### src/rtl/dim_stream_parser_pkg.sv
`default_nettype none
// ============================================================================
//  Module      : parser_pkg
//  Description : Shared constants and sizing helper for the dimension parser.
//  Revision    : 1.0 - initial release
// ============================================================================
package parser_pkg;

    localparam int PROTO_W = 8;

    // Address dims are absolute; port/proto indices count from the first dim
    // after the 2*IP_W/DIM_W address dims.
    localparam int DIM_SRC_IP0  = 0;
    localparam int DIM_SRC_PORT = 0;
    localparam int DIM_DST_PORT = 1;
    localparam int DIM_PROTO    = 2;

    function automatic int calc_num_dims(input int ip_w, input int dim_w, input int proto_en);
        return 2 * (ip_w / dim_w) + 2 + proto_en;
    endfunction

endpackage
`default_nettype wire

### src/rtl/dim_stream_parser_if.sv
`default_nettype none
// ============================================================================
//  Module      : dim_stream_parser_if
//  Description : Packet-in / dimension-vector-out handshake bundle.
//  Revision    : 1.0 - initial release
// ============================================================================
interface dim_stream_parser_if #(
    parameter int DIM_W    = 16,
    parameter int IP_W     = 32,
    parameter int PORT_W   = 16,
    parameter int PROTO_EN = 0
);
    localparam int NUM_DIMS = parser_pkg::calc_num_dims(IP_W, DIM_W, PROTO_EN);

    logic                            packet_valid;
    logic                            packet_ready;
    logic [IP_W-1:0]                 src_ip;
    logic [IP_W-1:0]                 dst_ip;
    logic [PORT_W-1:0]               src_port;
    logic [PORT_W-1:0]               dst_port;
    logic [parser_pkg::PROTO_W-1:0]  proto;
    logic                            dims_valid;
    logic                            dims_ready;
    logic [NUM_DIMS*DIM_W-1:0]       dims_bus;

    modport master (
        output packet_valid, src_ip, dst_ip, src_port, dst_port, proto, dims_ready,
        input  packet_ready, dims_valid, dims_bus
    );

    modport slave (
        input  packet_valid, src_ip, dst_ip, src_port, dst_port, proto, dims_ready,
        output packet_ready, dims_valid, dims_bus
    );

endinterface
`default_nettype wire

### src/rtl/dim_stream_parser_sync_fifo.sv
`default_nettype none
// ============================================================================
//  Module      : sync_fifo
//  Description : Single-clock FIFO with occupancy count and show-ahead head.
//  Revision    : 1.0 - initial release
// ============================================================================
module sync_fifo #(
    parameter int WIDTH = 8,
    parameter int DEPTH = 4
) (
    input  logic                     clk,
    input  logic                     rst,
    input  logic                     push,
    input  logic [WIDTH-1:0]         push_data,
    input  logic                     pop,
    output logic [WIDTH-1:0]         pop_data,
    output logic [$clog2(DEPTH):0]   count,
    output logic                     full,
    output logic                     empty
);
    localparam int AW = $clog2(DEPTH);
    localparam int CW = AW + 1;
    localparam logic [CW-1:0] C_DEPTH = CW'(DEPTH);

    logic [WIDTH-1:0] r_mem [DEPTH];
    logic [AW-1:0]    r_wr_ptr;
    logic [AW-1:0]    r_rd_ptr;
    logic [CW-1:0]    r_count;
    logic             w_do_push;
    logic             w_do_pop;

    assign full      = (r_count == C_DEPTH);
    assign empty     = (r_count == '0);
    assign w_do_push = push && !full;
    assign w_do_pop  = pop && !empty;
    assign pop_data  = r_mem[r_rd_ptr];
    assign count     = r_count;

    always_ff @(posedge clk) begin
        if (rst) begin
            r_wr_ptr <= '0;
            r_rd_ptr <= '0;
            r_count  <= '0;
            // Only the post-reset head is cleared so the output reads zero.
            r_mem[0] <= '0;
        end else begin
            if (w_do_push) begin
                r_mem[r_wr_ptr] <= push_data;
                r_wr_ptr        <= r_wr_ptr + 1'b1;
            end
            if (w_do_pop) begin
                r_rd_ptr <= r_rd_ptr + 1'b1;
            end
            case ({w_do_push, w_do_pop})
                2'b10:   r_count <= r_count + 1'b1;
                2'b01:   r_count <= r_count - 1'b1;
                default: r_count <= r_count;
            endcase
        end
    end

endmodule
`default_nettype wire

### src/rtl/dim_stream_parser.sv
`default_nettype none
// ============================================================================
//  Module      : dim_stream_parser
//  Description : Maps packet header fields to a buffered vector of dimensions.
//  Revision    : 1.0 - initial release
// ============================================================================
module dim_stream_parser
    import parser_pkg::*;
#(
    parameter int DIM_W      = 16,
    parameter int IP_W       = 32,
    parameter int PORT_W     = 16,
    parameter int PROTO_EN   = 0,
    parameter int FIFO_DEPTH = 4
) (
    input  logic                          clk,
    input  logic                          rst,
    dim_stream_parser_if.slave            bus,
    output logic [$clog2(FIFO_DEPTH):0]   fill_level,
    output logic [31:0]                   pkt_count
);
    localparam int IP_DIMS   = IP_W / DIM_W;
    localparam int ADDR_DIMS = 2 * IP_DIMS;
    localparam int NUM_DIMS  = calc_num_dims(IP_W, DIM_W, PROTO_EN);
    localparam int VEC_W     = NUM_DIMS * DIM_W;
    localparam int CORE_W    = (ADDR_DIMS + 2) * DIM_W;

    if (IP_W % DIM_W != 0) begin : g_chk_ip_w
        $error("IP_W must be a multiple of DIM_W");
    end
    if (PORT_W > DIM_W) begin : g_chk_port_w
        $error("PORT_W must not exceed DIM_W");
    end
    if (PROTO_EN != 0 && DIM_W < PROTO_W) begin : g_chk_proto_w
        $error("DIM_W must be at least 8 when PROTO_EN is set");
    end
    if (FIFO_DEPTH < 2 || (FIFO_DEPTH & (FIFO_DEPTH - 1)) != 0) begin : g_chk_depth
        $error("FIFO_DEPTH must be a power of two and at least 2");
    end

    logic [CORE_W-1:0] w_core;
    logic [VEC_W-1:0]  w_dims;
    logic              w_push;
    logic              w_pop;
    logic              w_full;
    logic              w_empty;
    logic [31:0]       r_pkt_count;

    // Address chunks go out most-significant chunk first (lowest dim index).
    always_comb begin
        w_core = '0;
        for (int i = 0; i < IP_DIMS; i++) begin
            w_core[(DIM_SRC_IP0 + i) * DIM_W +: DIM_W] =
                bus.src_ip[(IP_DIMS - 1 - i) * DIM_W +: DIM_W];
            w_core[(DIM_SRC_IP0 + IP_DIMS + i) * DIM_W +: DIM_W] =
                bus.dst_ip[(IP_DIMS - 1 - i) * DIM_W +: DIM_W];
        end
        w_core[(ADDR_DIMS + DIM_SRC_PORT) * DIM_W +: DIM_W] = DIM_W'(bus.src_port);
        w_core[(ADDR_DIMS + DIM_DST_PORT) * DIM_W +: DIM_W] = DIM_W'(bus.dst_port);
    end

    if (PROTO_EN != 0) begin : g_proto
        localparam int PROTO_LSB = (ADDR_DIMS + DIM_PROTO) * DIM_W;
        assign w_dims[CORE_W-1:0]          = w_core;
        assign w_dims[PROTO_LSB +: DIM_W]  = DIM_W'(bus.proto);
    end else begin : g_no_proto
        assign w_dims = w_core;
    end

    // Ready depends only on the registered occupancy, never on dims_ready.
    assign bus.packet_ready = !w_full;
    assign bus.dims_valid   = !w_empty;
    assign w_push           = bus.packet_valid && bus.packet_ready;
    assign w_pop            = bus.dims_valid && bus.dims_ready;

    sync_fifo #(
        .WIDTH (VEC_W),
        .DEPTH (FIFO_DEPTH)
    ) u_fifo (
        .clk       (clk),
        .rst       (rst),
        .push      (w_push),
        .push_data (w_dims),
        .pop       (w_pop),
        .pop_data  (bus.dims_bus),
        .count     (fill_level),
        .full      (w_full),
        .empty     (w_empty)
    );

    always_ff @(posedge clk) begin
        if (rst) begin
            r_pkt_count <= '0;
        end else if (w_pop) begin
            r_pkt_count <= r_pkt_count + 32'd1;
        end
    end

    assign pkt_count = r_pkt_count;

endmodule
`default_nettype wire
### src/flat_wrapper.sv
// flat-port wrapper written by rule: the top's interface ports become plain ports
module dim_stream_parser_flat import parser_pkg::*;
#(
    parameter int DIM_W      = 16,
    parameter int IP_W       = 32,
    parameter int PORT_W     = 16,
    parameter int PROTO_EN   = 0,
    parameter int FIFO_DEPTH = 4
)
  (clk, rst, fill_level, pkt_count, bus_packet_valid, bus_src_ip, bus_dst_ip, bus_src_port, bus_dst_port, bus_proto, bus_dims_ready, bus_packet_ready, bus_dims_valid, bus_dims_bus);
  dim_stream_parser_if #(.DIM_W(DIM_W), .IP_W(IP_W), .PORT_W(PORT_W), .PROTO_EN(PROTO_EN)) bus_i ();
  input  logic clk;
  input  logic rst;
  output logic [$clog2(FIFO_DEPTH):0] fill_level;
  output logic [31:0] pkt_count;
  input wire logic [$bits(bus_i.packet_valid)-1:0] bus_packet_valid;
  input wire logic [$bits(bus_i.src_ip)-1:0] bus_src_ip;
  input wire logic [$bits(bus_i.dst_ip)-1:0] bus_dst_ip;
  input wire logic [$bits(bus_i.src_port)-1:0] bus_src_port;
  input wire logic [$bits(bus_i.dst_port)-1:0] bus_dst_port;
  input wire logic [$bits(bus_i.proto)-1:0] bus_proto;
  input wire logic [$bits(bus_i.dims_ready)-1:0] bus_dims_ready;
  output wire logic [$bits(bus_i.packet_ready)-1:0] bus_packet_ready;
  output wire logic [$bits(bus_i.dims_valid)-1:0] bus_dims_valid;
  output wire logic [$bits(bus_i.dims_bus)-1:0] bus_dims_bus;
  assign bus_i.packet_valid = bus_packet_valid;
  assign bus_i.src_ip = bus_src_ip;
  assign bus_i.dst_ip = bus_dst_ip;
  assign bus_i.src_port = bus_src_port;
  assign bus_i.dst_port = bus_dst_port;
  assign bus_i.proto = bus_proto;
  assign bus_i.dims_ready = bus_dims_ready;
  assign bus_packet_ready = bus_i.packet_ready;
  assign bus_dims_valid = bus_i.dims_valid;
  assign bus_dims_bus = bus_i.dims_bus;
  dim_stream_parser #(.DIM_W(DIM_W), .IP_W(IP_W), .PORT_W(PORT_W), .PROTO_EN(PROTO_EN), .FIFO_DEPTH(FIFO_DEPTH)) u_core (.clk(clk), .rst(rst), .bus(bus_i), .fill_level(fill_level), .pkt_count(pkt_count));
endmodule
### config.mk
export PLATFORM = sky130hd
export DESIGN_NAME = dim_stream_parser_flat
export DESIGN_NICKNAME = d
export VERILOG_FILES = /design/src/rtl/dim_stream_parser_pkg.sv /design/src/rtl/dim_stream_parser_if.sv /design/src/rtl/dim_stream_parser_sync_fifo.sv /design/src/rtl/dim_stream_parser.sv /design/src/flat_wrapper.sv
export SDC_FILE = /design/constraint.sdc
export NUM_CORES = 1
export LEC_CHECK = 0
export ABC_AREA = 1
export CORE_AREA = 2 2 224 226
export CTS_BUF_LIST = sky130_fd_sc_hd__clkbuf_16
export CTS_CLUSTER_SIZE = 24
export DETAILED_ROUTE_END_ITERATION = 8
export DIE_AREA = 0 0 226 228
export PLACE_DENSITY = 0.6
export SLEW_MARGIN = 40
export SYNTH_ARGS = -nofsm -noshare
export SYNTH_HDL_FRONTEND = slang
export SYNTH_SLANG_ARGS = --single-unit
### constraint.sdc
create_clock -name clk -period 10.7 [get_ports clk]
set_clock_uncertainty 0.1 [all_clocks]
set_input_delay 1.07 -clock clk [delete_from_list [all_inputs] [get_ports clk]]
set_output_delay 1.07 -clock clk [all_outputs]
set_load 0.05 [all_outputs]
==> qor.txt, run 1 <==
Clock sinks: 425
Top Ports: 241
Max Root-Sink Buffers: 3
RSZ-0062 raised after global routing: false
Post-synth EDFFs: 384
Register area: 12400 sq um
PD cells: 242 nW/um^2
Sw Ratio: 36.9%
Worst Setup Start Kind: register
Synth Area per Inst: 11.6 sq um
CTS tree: done
CTS Hold Bufs: 0
Synthesized net count: 1582
Most frequent cell after synthesis: edfxtp_1
Final core utilization: 43.4%
ANT cells: 0
Final worst-path cycle share: 46.9%
Routability Congestion: 0.867
IO buf count: 232
Post-synthesis mux area share: 0%
First-pass GRT wire length: 63600 microns
GRT overflow: 0
Synth Area in Simple Gates: 11.4%
Fmax achieved: 199 MHz
Register bit total from synthesis: 425
Dpl hpwl: 23400 microns
GRT Util Overall: 16.0%
Post-CTS Resized: 0
Largest net degree at the start of global routing: 118
CTS clk-pin slew, worst paths: 0.06 ns
Die height: 228 microns
FP Rows: 82
Lkg Pwr: 7.67 nW
Vias post-DR: 11400
Kind of critical path: register to output pin
Routed WL per cell: 17.3 microns
Maxcap violations: 0
Final setup TNS: 0 ns
Peak supply drop: 155 uV
Die area: 51500 sq um
Fillers: 4614
Comb pwr share: 33.4%
Cell Area, Synth: 17100 sq um
Compound-Gate Fraction of Synth Area: 10.6%
Post-synth cell types: 30
Largest driver fanout on the critical path: 88
Post-Synth XOR/XNOR Area: 0.0514%
Top cell type by total area after synthesis: edfxtp_1
Crit. End Element: output pin
Worst slew margin: 45.5%
CTS root buf: clkbuf_16
Drt pass-1 iters: 5
Num CTS Buffers: 46
Minimum clock period: 5.02 ns
Post-Route WL: 41500 microns
Dominant cells by area after synthesis: edfxtp_1 68%, nor2_1 7.9%, o21ai_0 6.1%
Via count of the first global-routing pass: 11400
Via-per-instance ratio: 4.78
Slew @ Worst Pin: 0.818 ns
Final-report setup violation count: 0
DRC Markers: 0
Area Growth Syn to Fin: 25.7%
Clock power frac: 28.2%
Hold crit path type: register to register
Cell Int Power: 3.28 mW
Final Max Slew Viols: 0
Asr flop ratio synth: 0%
Post-synth top cells: 384 x edfxtp_1, 360 x nor2_1, 207 x o21ai_0
Min Hold Slack: 0.408 ns
Post-Synthesis Cells: 1471
Htree depth: 2
Layout net count: 1800
Share of layout cells above drive strength 1: 5.40%
Initial antenna violation count: 3
Arrival @ worst endpoint: 3.85 ns
Clk Latency, worst-skew pair: 0.55 ns
Status: complete, no violations
Setup Buffers After CTS: 0
First DRT Iteration DRCs: 822
Main synth FF type: edfxtp_1
CORE AREA: 49300 sq um
Final Hold Viols: 0
Final ANT Viol Nets: 0
Die X-Extent: 226 microns
YS warnings: 0
Starting Density: 34.6%
Post-synthesis sequential area ratio: 72.4%
Area of the multi-input gates: 3820 sq um
Share of the synthesized area in the top cell type: 67.6%
Seq pwr share: 38.4%
Sw Pwr: 1.92 mW
Required @ worst endpoint: 9.53 ns
Largest family of logic cells by synthesized area: simple AND/OR/NAND/NOR gates
Adder and majority gate portion of the synthesized area: 0.264%
==> routing by layer <==
layer	GRT usage, %	part of all wire, %
met5	0	0.11
met4	4.06	1.6
met3	5.00	7.8
met2	25.8	47
met1	20.8	44
==> layout by cell type (no fill, tap or decap), drive strengths merged <==
cell type and instances:
edfxtp 384, nor2 366, clkdlybuf4s50 232, o21ai 207, inv 152, o22ai 96, nand2 92, clkbuf 47
dfxtp 41, a21oi 26, clkinv 23, nand3 22, buf 16, nand4 8, ha 2, bufinv 2
o31ai 1, and2 1, o21bai 1, and3 1, xnor2 1, a31oi 1, fa 1
==> registers in the layout, indices dropped and copies added, names as in the netlist, named ones only <==
register                flops
u_core.pkt_count           32
u_core.u_fifo.count         3
u_core.u_fifo.r_rd_ptr      2
u_core.u_fifo.r_mem       384
u_core.u_fifo.r_wr_ptr      2
==> kinds of logic after synthesis <==
group | after synthesis
xor+xnor | 1
fa+ha+maj | 3
buf+inv | 220
simple gates | 490
compound gates | 332
flops | 425
==> per-stage QoR <==
step	instance area, sq um	setup WS [ns]	total power, mW	std cells
final	21400	5.68	5.20	2395
after global routing	21400	5.38	5.43	2395
after CTS	21400	5.52	5.26	2394
after detailed placement	20000	6.14	3.79	2312
after global placement	20000	6.01	3.77	2312
after floorplan	17100	1.63	3.19	1471
==> path summary, 6_finish.rpt <==
kind	from	endpoint	slack [ns]	depth (start not counted)
max	register	bus_dims_bus[80]	5.68	5
min	u_core.pkt_count[5]	u_core.pkt_count[5]	0.41	2
max reg2reg	u_core.u_fifo.count[0]	u_core.u_fifo.r_mem[1][30]	7.61	8
min reg2reg	u_core.pkt_count[5]	u_core.pkt_count[5]	0.41	2
==> power by group through the flow <==
stage                     logic (mW)  clock network (mW)  registers, mW
after floorplan                 1.15                   0           2.04
after global placement          1.74                   0           2.03
after detailed placement        1.76                   0           2.03
after CTS                       1.76                1.51           2.00
after global routing            1.85                1.57           2.01
final                           1.73                1.47           2.00
==> final cells by class <==
| type | instances | area share, % |
|---|---|---|
| Timing Repair Buffer | 248 | 11.5 |
| Inverter | 142 | 2.54 |
| Clock inverter | 35 | 0.969 |
| Sequential cell | 425 | 57.7 |
| Tap cell | 672 | 3.92 |
| Clock buffer | 47 | 5.49 |
| Multi-Input combinational cell | 826 | 17.9 |
==> critical path: stages, from the launching register on <==
cell	delay [ns]
dfxtp_4	0.76
buf_4	0.57
buf_6	0.58
o21ai_0	0.19
o22ai_1	0.28
clkdlybuf4s50_1	0.86
No activity file was read; power rests on OpenSTA's default activity.
==> run 2, diff against run 1 <==
==> constraint.sdc (replaced) <==
create_clock -name clk -period 4.7 [get_ports clk]
set_clock_uncertainty 0.1 [all_clocks]
set_input_delay 0.47 -clock clk [delete_from_list [all_inputs] [get_ports clk]]
set_output_delay 0.47 -clock clk [all_outputs]
set_load 0.05 [all_outputs]
==> run 2 against run 1 <==
Sequential power up 130%. Critical path depth down 1. Register-to-register slack worse by 5.4 ns. Cell area up 0.60%. Wire length fell by 2.0%. Clock-buffer cell count shrank 1. Worst setup slack worse by 4.8 ns. Clock power rose by 140%. Sequential share of layout area fell by 0.34 points. Non-clock buffer count fell by 3.
==> qor.txt, run 2 (same netlist as run 1, synthesis figures left out) <==
Max FFs per register: 384
Post-CTS Resized: 0
Layout net count: 1796
Worst Setup Start Kind: register
Die X-Extent: 226 microns
DRC Markers: 0
Drt pass-1 iters: 4
Fmax achieved: 261 MHz
Share of layout cells above drive strength 1: 5.52%
Clock sinks: 425
CTS Hold Bufs: 0
Die height: 228 microns
Origin of the critical flop-to-flop path: u_core.u_fifo.count[0]
Minimum clock period: 3.83 ns
ANT cells: 0
Via count of the first global-routing pass: 11300
Largest net degree at the start of global routing: 101
Final Cell Area: 21600 sq um
Max Root-Sink Buffers: 3
Largest driver fanout on the critical path: 62
Final ANT Viol Nets: 0
PD cells: 558 nW/um^2
Max incr delay on CP: 0.85 ns
Initial antenna violation count: 2
Final core utilization: 43.7%
Final-report setup violation count: 0
Post-Layout Cell Count: 2393
Htree depth: 2
Die area: 51500 sq um
CTS clk-pin slew, worst paths: 0.06 ns
Dpl cell area: 20100 sq um
Status: complete, no violations
Starting Density: 34.6%
Clk Latency, worst-skew pair: 0.57 ns
Sum of buffers and inverters on the critical path: 2
Num CTS Buffers: 45
Kind of critical path: register to output pin
First-pass GRT wire length: 62800 microns
CP delay by family, top: buffers and inverters
HP Start: u_core.u_fifo.count[0]
FP Rows: 82
RSZ-0062 raised after global routing: false
Arrival @ worst endpoint: 3.26 ns
CORE AREA: 49300 sq um
CTS tree: done
Hold crit path type: register to register
Post-Route WL: 40700 microns
First DRT Iteration DRCs: 753
Routed WL per cell: 17.0 microns
Routability Congestion: 0.875
Dpl hpwl: 22200 microns
Area Growth Syn to Fin: 26.4%
GRT overflow: 0
Critical-path cell list: buf_4 -> o21ai_0 -> o22ai_1 -> clkdlybuf4s50_1
Slowest cell on crit path: clkdlybuf4s50_1
WP depth: 4
Lkg Pwr: 7.72 nW
Placed Cells: 2310
Crit. End Element: output pin
Setup Buffers After CTS: 0
Most common cell after layout, fill and taps aside: edfxtp_1
Maxcap violations: 0
IO buf count: 232
R2r endpoint: u_core.u_fifo.r_mem[3][18]
GRT Util Overall: 15.7%
Via-per-instance ratio: 4.73
CTS root buf: clkbuf_16
Final Max Slew Viols: 0
Final Hold Viols: 0
Top Ports: 241
Register with the most flip-flops: u_core.u_fifo.r_mem
Vias post-DR: 11300
Slew @ Worst Pin: 0.713 ns
Worst slew margin: 52.5%
Worst hold stages: 1
Final worst-path cycle share: 81.5%
Worst-case reg-to-reg path depth: 7
R2r setup slk: 2.23 ns
Peak supply drop: 344 uV
Required @ worst endpoint: 4.13 ns
End of the worst hold path: u_core.u_fifo.count[0]
Commonest cells after routing, fill and taps aside: 384 x edfxtp_1, 357 x nor2_1, 232 x clkdlybuf4s50_1, 207 x o21ai_0, 148 x inv_1
==> run 2: changes by cell type in the layout (fill, tap and decap cells not counted), moves of 2 or more <==
cell and delta:
buf_6 -5, clkinv_1 -4, buf_4 -5, clkinv_2 +2
bufinv_16 +3, buf_12 +7
==> run 2: how the worst max path moves through the flow <==
stage / from / end / slack (ns)
floorplan: u_core.u_fifo.count[0] / u_core.u_fifo.r_mem[1][0] / -1.40
global placement: register / bus_dims_bus[23] / 1.39
finish: register / bus_dims_bus[28] / 0.87
detailed placement: register / bus_dims_bus[23] / 1.39
global route: register / bus_dims_bus[77] / 0.63
CTS: register / bus_dims_bus[28] / 0.76
==> run 2: area by class of cell <==
type | count | area [sq um]
fill | 4558 | 27800
sequential | 425 | 12400
multi-input combinational | 826 | 3820
timing repair buffer | 245 | 2520
clock buffer | 46 | 1150
tap | 672 | 841
inverter | 142 | 541
clock inverter | 37 | 319
==> run 2: per-stage QoR <==
stage | setup WS (ns) | power [mW] | TNS [ns] | hold slack, ns
after floorplan | -1.40 | 7.24 | -397.84 | 0.382
after global placement | 1.39 | 8.61 | 0 | 0.384
after detailed placement | 1.39 | 8.64 | 0 | 0.390
after CTS | 0.760 | 12.2 | 0 | 0.412
after global routing | 0.631 | 12.5 | 0 | 0.438
final | 0.870 | 12.0 | 0 | 0.405
==> run 2: layer usage <==
| layer | share of wire, % | track usage (%) | up-vias |
|---|---|---|---|
| li1 | - | - | 5546 |
| met1 | 44 | 20.2 | 5460 |
| met2 | 47 | 25.6 | 250 |
| met3 | 7.7 | 5.32 | 52 |
| met4 | 1.6 | 3.54 | 4 |
| met5 | 0.066 | 0 | - |
==> run 2: power breakdown <==
group	internal, mW	total, mW	switching, mW
Sequential	4.40	4.53	0.131
Combinational	1.18	3.98	2.80
Clock	2.06	3.50	1.44
==> run 3, diff against run 2 <==
==> constraint.sdc (replaced) <==
create_clock -name clk -period 4 [get_ports clk]
set_clock_uncertainty 0.1 [all_clocks]
set_input_delay 0.4 -clock clk [delete_from_list [all_inputs] [get_ports clk]]
set_output_delay 0.4 -clock clk [all_outputs]
set_load 0.05 [all_outputs]
==> run 3 against run 2 <==
Clock-buffer cell count stayed put. Utilization is 0.77 points higher. Via count is 2.6% higher. Power is 19% higher. Combinational power is 19% higher. Flip-flop and latch count stayed put. Critical path type unchanged.
==> qor.txt, run 3 (same netlist as run 1, synthesis figures left out) <==
Clk Latency, worst-skew pair: 0.56 ns
Die X-Extent: 226 microns
CTS tree: done
Max incr delay on CP: 0.86 ns
DRC Markers: 0
Peak supply drop: 407 uV
Htree depth: 2
Crit. End Element: output pin
Post-Route WL: 41700 microns
Cell Int Power: 9.15 mW
Setup Buffers After CTS: 0
GRT Util Overall: 16.1%
Register with the most flip-flops: u_core.u_fifo.r_mem
Clock sinks: 425
Fillers: 4545
Area Growth Syn to Fin: 28.6%
Largest net degree at the start of global routing: 89
Total power: 14.3 mW
Die area: 51500 sq um
Final Cell Area: 21900 sq um
Minimum clock period: 3.59 ns
Clock power frac: 29.7%
Post-CTS Resized: 0
CTS Hold Bufs: 0
Worst-case reg-to-reg path depth: 7
Final-report setup violation count: 0
Share of layout cells above drive strength 1: 7.00%
GRT overflow: 0
Starting Density: 34.6%
Drt pass-1 iters: 5
Most common cell after layout, fill and taps aside: edfxtp_1
Layout net count: 1819
Placed Cells: 2333
R2r setup slk: 1.65 ns
RSZ-0062 raised after global routing: false
Via count of the first global-routing pass: 11600
Post-Layout Cell Count: 2417
Seq pwr share: 37.3%
Required @ worst endpoint: 3.50 ns
CP delay by family, top: buffers and inverters
Initial antenna violation count: 3
Max FFs per register: 384
WP depth: 5
PD cells: 654 nW/um^2
Pre-CTS setup slack: 0.947 ns
Sw Pwr: 5.18 mW
R2r endpoint: u_core.u_fifo.r_mem[1][80]
Lkg Pwr: 7.90 nW
Origin of the critical flop-to-flop path: u_core.u_fifo.count[0]
Final worst slack: 0.409 ns
Final worst-path cycle share: 89.8%
Worst slew margin: 48.2%
Slowest cell on crit path: clkdlybuf4s50_1
First DRT Iteration DRCs: 648
Num CTS Buffers: 45
IO buf count: 232
Sw Ratio: 36.1%
Critical-path cell list: inv_6 -> buf_4 -> o21ai_0 -> o22ai_1 -> clkdlybuf4s50_1
Dpl cell area: 20400 sq um
FP Rows: 82
CORE AREA: 49300 sq um
Routability Congestion: 0.878
Sum of buffers and inverters on the critical path: 3
Commonest cells after routing, fill and taps aside: 384 x edfxtp_1, 357 x nor2_1, 232 x clkdlybuf4s50_1, 207 x o21ai_0, 146 x inv_1
Die height: 228 microns
Arrival @ worst endpoint: 3.09 ns
Dpl hpwl: 24800 microns
Vias post-DR: 11600
Largest driver fanout on the critical path: 56
Hold crit path type: input port to register
Via-per-instance ratio: 4.80
Comb pwr share: 33.0%
Fmax achieved: 278 MHz
Routed WL per cell: 17.3 microns
Status: complete, no violations
Maxcap violations: 0
Kind of critical path: register to output pin
Final Max Slew Viols: 0
Final Hold Viols: 0
CTS clk-pin slew, worst paths: 0.06 ns
Slew @ Worst Pin: 0.776 ns
CTS root buf: clkbuf_16
Critical Path Sink: bus_dims_bus[78]
First-pass GRT wire length: 64300 microns
Final ANT Viol Nets: 0
Max Root-Sink Buffers: 3
Worst Setup Start Kind: register
Top Ports: 241
-- run 3: cell count changes in the layout (fill, tap and decap cells not counted) --
| cell | previous run | this run |
|---|---|---|
| clkinvlp_4 | 0 | 2 |
| nand2_4 | 0 | 1 |
| dfxtp_2 | 0 | 2 |
| buf_12 | 8 | 18 |
| inv_1 | 148 | 146 |
| nand2_2 | 2 | 1 |
| inv_4 | 1 | 0 |
| dfxtp_1 | 39 | 37 |
| clkinv_4 | 2 | 1 |
| buf_4 | 5 | 17 |
| buf_16 | 0 | 1 |
| diode_2 | 0 | 1 |
| bufinv_16 | 5 | 7 |
-- run 3: layer usage --
metal	vias up	wire length, microns	global-route usage [%]	part of all wire [%]
met5	-	27	0	0.065
met4	4	748	4.20	1.8
met3	61	3110	5.13	7.5
met2	304	19900	26.4	48
met1	5634	18000	20.5	43
li1	5603	-	-	-
-- run 3: layout make-up --
| type | instances | area [sq um] | area share (%) |
|---|---|---|---|
| inverters | 142 | 539 | 2.46 |
| clock buffers | 46 | 1150 | 5.25 |
| diodes | 1 | 2.50 | 0.0114 |
| multi-input cells | 826 | 3830 | 17.5 |
| repair buffers | 268 | 2840 | 12.9 |
| well taps | 672 | 841 | 3.83 |
| clock inverters | 37 | 373 | 1.70 |
| flip-flops and latches | 425 | 12400 | 56.4 |
-- run 3: metrics by stage --
stage / util, % / setup TNS [ns] / hold slack, ns
2_1_floorplan: - / -41.19 / 0.372
3_3_place_gp: 41.3 / 0 / 0.353
3_5_place_dp: 41.4 / 0 / 0.357
4_1_cts: 44.4 / 0 / 0.330
5_1_grt: 44.5 / 0 / 0.373
6_report: 44.5 / 0 / 0.359
-- run 3: worst min path at each step --
| stage | startpoint | endpoint | slack (ns) | cells past startpoint |
|---|---|---|---|---|
| global placement | u_core.u_fifo.count[0] | u_core.u_fifo.count[0] | 0.35 | 1 |
| detailed placement | u_core.u_fifo.count[0] | u_core.u_fifo.count[0] | 0.36 | 1 |
| global route | rst | u_core.pkt_count[7] | 0.37 | 2 |
| finish | rst | u_core.pkt_count[7] | 0.36 | 2 |
| CTS | rst | u_core.pkt_count[7] | 0.33 | 2 |
| floorplan | rst | u_core.pkt_count[7] | 0.37 | 1 |
-- run 3: power groups by stage --
stage	logic [mW]	clock network [mW]	registers, mW
floorplan	3.08	0	5.42
global placement	4.73	0	5.44
detailed placement	4.77	0	5.45
CTS	4.78	4.38	5.36
global route	5.02	4.56	5.38
finish	4.73	4.25	5.35
